**src/rtl/alu_sequencer.sv**
```systemverilog
// ALU command sequencer: collects operand A, operand B and an opcode from a
// valid/ready stream, runs one ALU cycle, then holds the result until consumed.
module alu_sequencer #(
    parameter int unsigned bits = 8  // datapath width, must be >= 4
) (
    input  logic            clk,
    input  logic            rst_n,
    input  logic [bits-1:0] in_data,
    input  logic            in_valid,
    output logic            in_ready,
    input  logic            abort,
    output logic [bits-1:0] alu_a,
    output logic [bits-1:0] alu_b,
    output logic [3:0]      alu_sel,
    input  logic [bits-1:0] alu_c,
    input  logic            alu_zero,
    output logic [bits-1:0] res_data,
    output logic            res_zero,
    output logic            res_illegal,
    output logic            res_valid,
    input  logic            res_ready,
    output logic [7:0]      op_count,
    output logic            busy
);

    typedef enum logic [2:0] {
        StGetA,
        StGetB,
        StGetOp,
        StExec,
        StResult
    } state_e;

    state_e          state_q, state_d;
    logic [bits-1:0] alu_a_q, alu_a_d;
    logic [bits-1:0] alu_b_q, alu_b_d;
    logic [3:0]      alu_sel_q, alu_sel_d;
    logic [bits-1:0] res_data_q, res_data_d;
    logic            res_zero_q, res_zero_d;
    logic            res_illegal_q, res_illegal_d;
    logic [7:0]      op_count_q, op_count_d;
    logic            xfer;
    logic            sel_legal;

    // Opcodes the ALU actually implements; anything else is flagged but still run.
    always_comb begin
        sel_legal = 1'b0;
        unique case (alu_sel_q)
            4'b0000, 4'b0001, 4'b0010, 4'b0110, 4'b0111: sel_legal = 1'b1;
            default:                                     sel_legal = 1'b0;
        endcase
    end

    // Handshake and status decoded purely from state, never from in_valid.
    always_comb begin
        in_ready = (state_q == StGetA) || (state_q == StGetB) || (state_q == StGetOp);
        busy     = (state_q != StGetA);
        res_valid = (state_q == StResult);
        xfer     = in_valid && in_ready && !abort;
    end

    // Next-state and register updates; abort overrides every other action.
    always_comb begin
        state_d       = state_q;
        alu_a_d       = alu_a_q;
        alu_b_d       = alu_b_q;
        alu_sel_d     = alu_sel_q;
        res_data_d    = res_data_q;
        res_zero_d    = res_zero_q;
        res_illegal_d = res_illegal_q;
        op_count_d    = op_count_q;

        if (abort) begin
            state_d   = StGetA;
            alu_a_d   = '0;
            alu_b_d   = '0;
            alu_sel_d = '0;
        end else begin
            unique case (state_q)
                StGetA: begin
                    if (xfer) begin
                        alu_a_d = in_data;
                        state_d = StGetB;
                    end
                end
                StGetB: begin
                    if (xfer) begin
                        alu_b_d = in_data;
                        state_d = StGetOp;
                    end
                end
                StGetOp: begin
                    if (xfer) begin
                        alu_sel_d = in_data[3:0];
                        state_d   = StExec;
                    end
                end
                StExec: begin
                    res_data_d    = alu_c;
                    res_zero_d    = alu_zero;
                    res_illegal_d = !sel_legal;
                    state_d       = StResult;
                end
                StResult: begin
                    if (res_ready) begin
                        op_count_d = op_count_q + 8'd1;
                        state_d    = StGetA;
                    end
                end
                default: state_d = StGetA;
            endcase
        end
    end

    // State and datapath registers with asynchronous clear.
    always_ff @(posedge clk or negedge rst_n) begin
        if (!rst_n) begin
            state_q       <= StGetA;
            alu_a_q       <= '0;
            alu_b_q       <= '0;
            alu_sel_q     <= '0;
            res_data_q    <= '0;
            res_zero_q    <= 1'b0;
            res_illegal_q <= 1'b0;
            op_count_q    <= '0;
        end else begin
            state_q       <= state_d;
            alu_a_q       <= alu_a_d;
            alu_b_q       <= alu_b_d;
            alu_sel_q     <= alu_sel_d;
            res_data_q    <= res_data_d;
            res_zero_q    <= res_zero_d;
            res_illegal_q <= res_illegal_d;
            op_count_q    <= op_count_d;
        end
    end

    assign alu_a       = alu_a_q;
    assign alu_b       = alu_b_q;
    assign alu_sel     = alu_sel_q;
    assign res_data    = res_data_q;
    assign res_zero    = res_zero_q;
    assign res_illegal = res_illegal_q;
    assign op_count    = op_count_q;

endmodule

```
**config.mk**
```make
export PLATFORM = sky130hd
export DESIGN_NAME = alu_sequencer
export DESIGN_NICKNAME = d
export VERILOG_FILES = /design/src/rtl/alu_sequencer.sv
export SDC_FILE = /design/constraint.sdc
export NUM_CORES = 1
export LEC_CHECK = 0
export CORE_ASPECT_RATIO = 1.1
export CORE_MARGIN = 2
export CORE_UTILIZATION = 40
export CTS_BUF_LIST = sky130_fd_sc_hd__clkbuf_8
export DETAILED_ROUTE_END_ITERATION = 8
export PLACE_DENSITY = 0.77
export SETUP_SLACK_MARGIN = 0.4
export SLEW_MARGIN = 5
export SYNTH_ARGS = -nofsm -noshare
export SYNTH_HDL_FRONTEND = slang
export SYNTH_SLANG_ARGS = --single-unit
```
**constraint.sdc**
```tcl
create_clock -name clk -period 2.75 [get_ports clk]
set_clock_uncertainty 0.05 [all_clocks]
set_input_delay 0.4125 -clock clk [delete_from_list [all_inputs] [get_ports clk]]
set_output_delay 0.4125 -clock clk [all_outputs]
set_load 0.05 [all_outputs]
```
==> run_results.csv <==
group,metric,value,unit
synthesis,synth_warnings,0,
pwr,p_per_area,590,nW/um^2
clocking,cts.root.buffer_cell,"clkbuf_8",
drt,routed_via_density,4.83,
placed_design,placed_wire_length_estimate_after_detailed_placement,2.86,mm
timing,setup_tns,0,ns
setup_path,cp_top_family,"buffers and inverters",
timing,setup_violations,0,
synthesis,mean_syn_cell_area,11.6,sq um
global_routing,grt_antenna_before_repair,0,
synthesis,synth_cells,153,
global_routing,grt_pass1_vias,1355,
placed_design,global_placer_s_final_weighted_congestion,0.810,
global_routing,gr-total-overflow,0,
timing,maxSlewViolCount,0,
synthesis,synth_most_common_cell,"dfrtp_1",
setup_path,critical_path_cell_count,3,
synthesis,synth.largest_area_cell,"dfrtp_1",
floorplanning,design.portCount,63,
job,maxCapViolCount,0,
synthesis,synthAdderAreaFrac,0.706,%
drt,drt-pass1-iter-count,4,
synthesis,ys_dominant_reg_cell,"dfrtp_1",
synthesis,synthMuxAreaShare,13.1,%
synthesis,synth_compound_area_share,4.16,%
floorplanning,die_area,4980,sq um
floorplanning,die_h,73.8,microns
synthesis,yosysSeqAreaShare,57.9,%
setup_path,cp_data_required_time,2.29,ns
global_routing,grt_use_total,17.2,%
drt,totalWireLength,3.99,mm
clocking,clock_tree_from_tritoncts,"done",
final_layout,area.sequential,1030,sq um
synthesis,combinational_family_with_the_most_area_after_synthesis,"simple AND/OR/NAND/NOR gates",
final_layout,final_net_count,243,
synthesis,synthTopCellsByArea,"dfrtp_1, mux2i_1, mux2_2",
setup_path,rr_startpoint,"state_q[2]",
drt,route.detailed.wl_per_inst,14.5,microns
clocking,worstSkewPairLatency,0.29,ns
setup_path,r2r.worst_path.cells,4,
pwr,static_leakage,0.00113,uW
setup_path,timing.setup.critical_path_class,"flip-flop to primary output",
setup_path,worstPathMaxFanout,11,
setup_path,worst_r2r_endpoint,"alu_a[0]",
placed_design,buffer_ports.inserted,62,
timing,max_slew_margin,40.3,%
timing,crit_path_time_final,2.25,ns
floorplanning,initial_utilization,41.4,%
setup_path,regToRegSetupSlack,1.03,ns
drt,detail_route.drc_violations,0,
clocking,cts-hold-fix-buffers,0,
drt,detailroute.via_count,1327,
status,run_status,"complete, no violations",
synthesis,synth_simple_gate_area_share,17.1,%
synthesis,post_synth_xor_area_fraction,3.46,%
timing,finalHoldViolations,0,
final_layout,syn_to_final_growth,43.6,%
synthesis,synth_area,1770,sq um
final_layout,post_route_cells_drive_above_1_share,14.0,%
timing,tightest_slew,0.895,ns
timing,maxClockFrequency,0.445,GHz
synthesis,synthArstFlopShare,100,%
synthesis,synth_seq_cells,41,
setup_path,setup.worst_path.start_class,"flip-flop",
pwr,worst_ir_drop_vdd,0.362,mV
setup_path,crit_arrival,1.78,ns
final_layout,antennaDiodeCount,0,
setup_path,worst_path_buf_inv,2,
clocking,clkSlewWorstSetupHoldPaths,0.08,ns
floorplanning,core_region_area,4290,sq um
timing,grt_setup_unrepaired,"false",
drt,ant_nets,0,
setup_path,critPathCaptureType,"primary output",
global_routing,grt_first_pass_wirelength,6.37,mm
synthesis,share_of_the_synthesized_area_in_the_top_cell_type,57.9,%
floorplanning,die-width,67.5,microns
synthesis,ys_types,31,
drt,dr.first_iter.drc_count,66,
final_layout,area_taken_by_multi_input_logic_gates,689,sq um
clocking,clock-sinks,41,
synthesis,synth-edff-count,0,
clocking,cts_setup_buffers,0,
synthesis,synth_commonest_cells,"dfrtp_1, nand2_1, nor2_1, a21oi_1, mux2i_1",
global_routing,grt_max_degree,42,
timing,min_period_over_period,81.6,%
setup_path,critical_path.max_stage_delay,0.81,ns
clocking,clk_path_buf_depth,2,
synthesis,synthesis.nets,176,
clocking,clock_tree.htree_level_count,2,
floorplanning,site_rows,25,
final_layout,nFillCells,382,
setup_path,crit_chain,"buf_4 > a21oi_1 > clkdlybuf4s50_1",
timing,hold_ws,0.189,ns
setup_path,slowest_stage,"clkdlybuf4s50_1",
worst_hold_path,hold_path.class,"primary input to asynchronous set/reset pin",
clocking,cts_buffers,5,
-- sequential cells by signal, summed over array words and instances, names as in the netlist --
signal,cells
alu_a,8
res_data,8
alu_sel,4
alu_b,8
state_q,3
res_zero,1
res_illegal,1
op_count,8
-- layout make-up --
class                           count  area share (%)
Timing Repair Buffer               69            26.1
Tap cell                           54            2.65
Inverter                            4           0.590
Sequential cell                    41            40.3
Clock buffer                        5            2.70
Clock inverter                      3           0.541
Multi-Input combinational cell     99            27.1
-- power breakdown --
group          internal (uW)  switching, uW  leakage [uW]  total [uW]
Combinational            163            277      0.000523         440
Sequential               654           30.7      0.000554         685
Clock                    172            205     0.0000491         377
-- cells by family after synthesis --
| kind of cell | Yosys count |
|---|---|
| buffers and inverters | 13 |
| muxes | 22 |
| and+or+nand+nor | 55 |
| AOI/OAI and AO/OA | 14 |
| adders and majority gates | 1 |
| xor gates and xnor gates | 7 |
| DFF | 41 |
-- metrics by stage --
stage / instances / utilization [%] / area, sq um / power [uW] / worst slack [ns]
global route: 275 / 59.4 / 2550 / 1570 / 0.444
global placement: 267 / 57.5 / 2470 / 1130 / 0.640
CTS: 275 / 59.4 / 2550 / 1510 / 0.488
finish: 275 / 59.4 / 2550 / 1500 / 0.505
detailed placement: 267 / 57.5 / 2470 / 1140 / 0.633
floorplan: 153 / - / 1770 / 962 / 0.975
-- placed cells by master (no fill, tap or decap), types with 2 or more instances in the layout --
master / count
clkdlybuf4s50_1: 59
dfrtp_1: 41
nand2_1: 17
nor2_1: 13
a21oi_1: 12
mux2i_1: 12
mux2_2: 10
nor3_1: 7
buf_4: 7
xor2_1: 6
inv_1: 5
clkbuf_8: 5
nand3_1: 4
clkinv_2: 2
dlygate4sd2_1: 2
-- worst max path at each step --
stage	startpoint	end	slack, ns
floorplan	state_q[0]	in_ready	0.97
global placement	state_q[1]	res_valid	0.64
detailed placement	state_q[1]	res_valid	0.63
CTS	state_q[0]	in_ready	0.49
global route	state_q[0]	in_ready	0.44
finish	state_q[0]	in_ready	0.50
-- routing by layer --
layer	wire length, microns	track usage (%)	up-vias
met2	2080	28.3	27
li1	-	-	652
met5	0	0	-
met1	1730	22.3	643
met3	127	4.13	5
met4	52	5.44	0
-- repair_timing --
action,4_1_cts,5_1_grt
endpoints found under the hold margin,0,0
endpoints found under the setup margin,2,0
resized for setup,2,0
(Power assumes the default switching activity.)
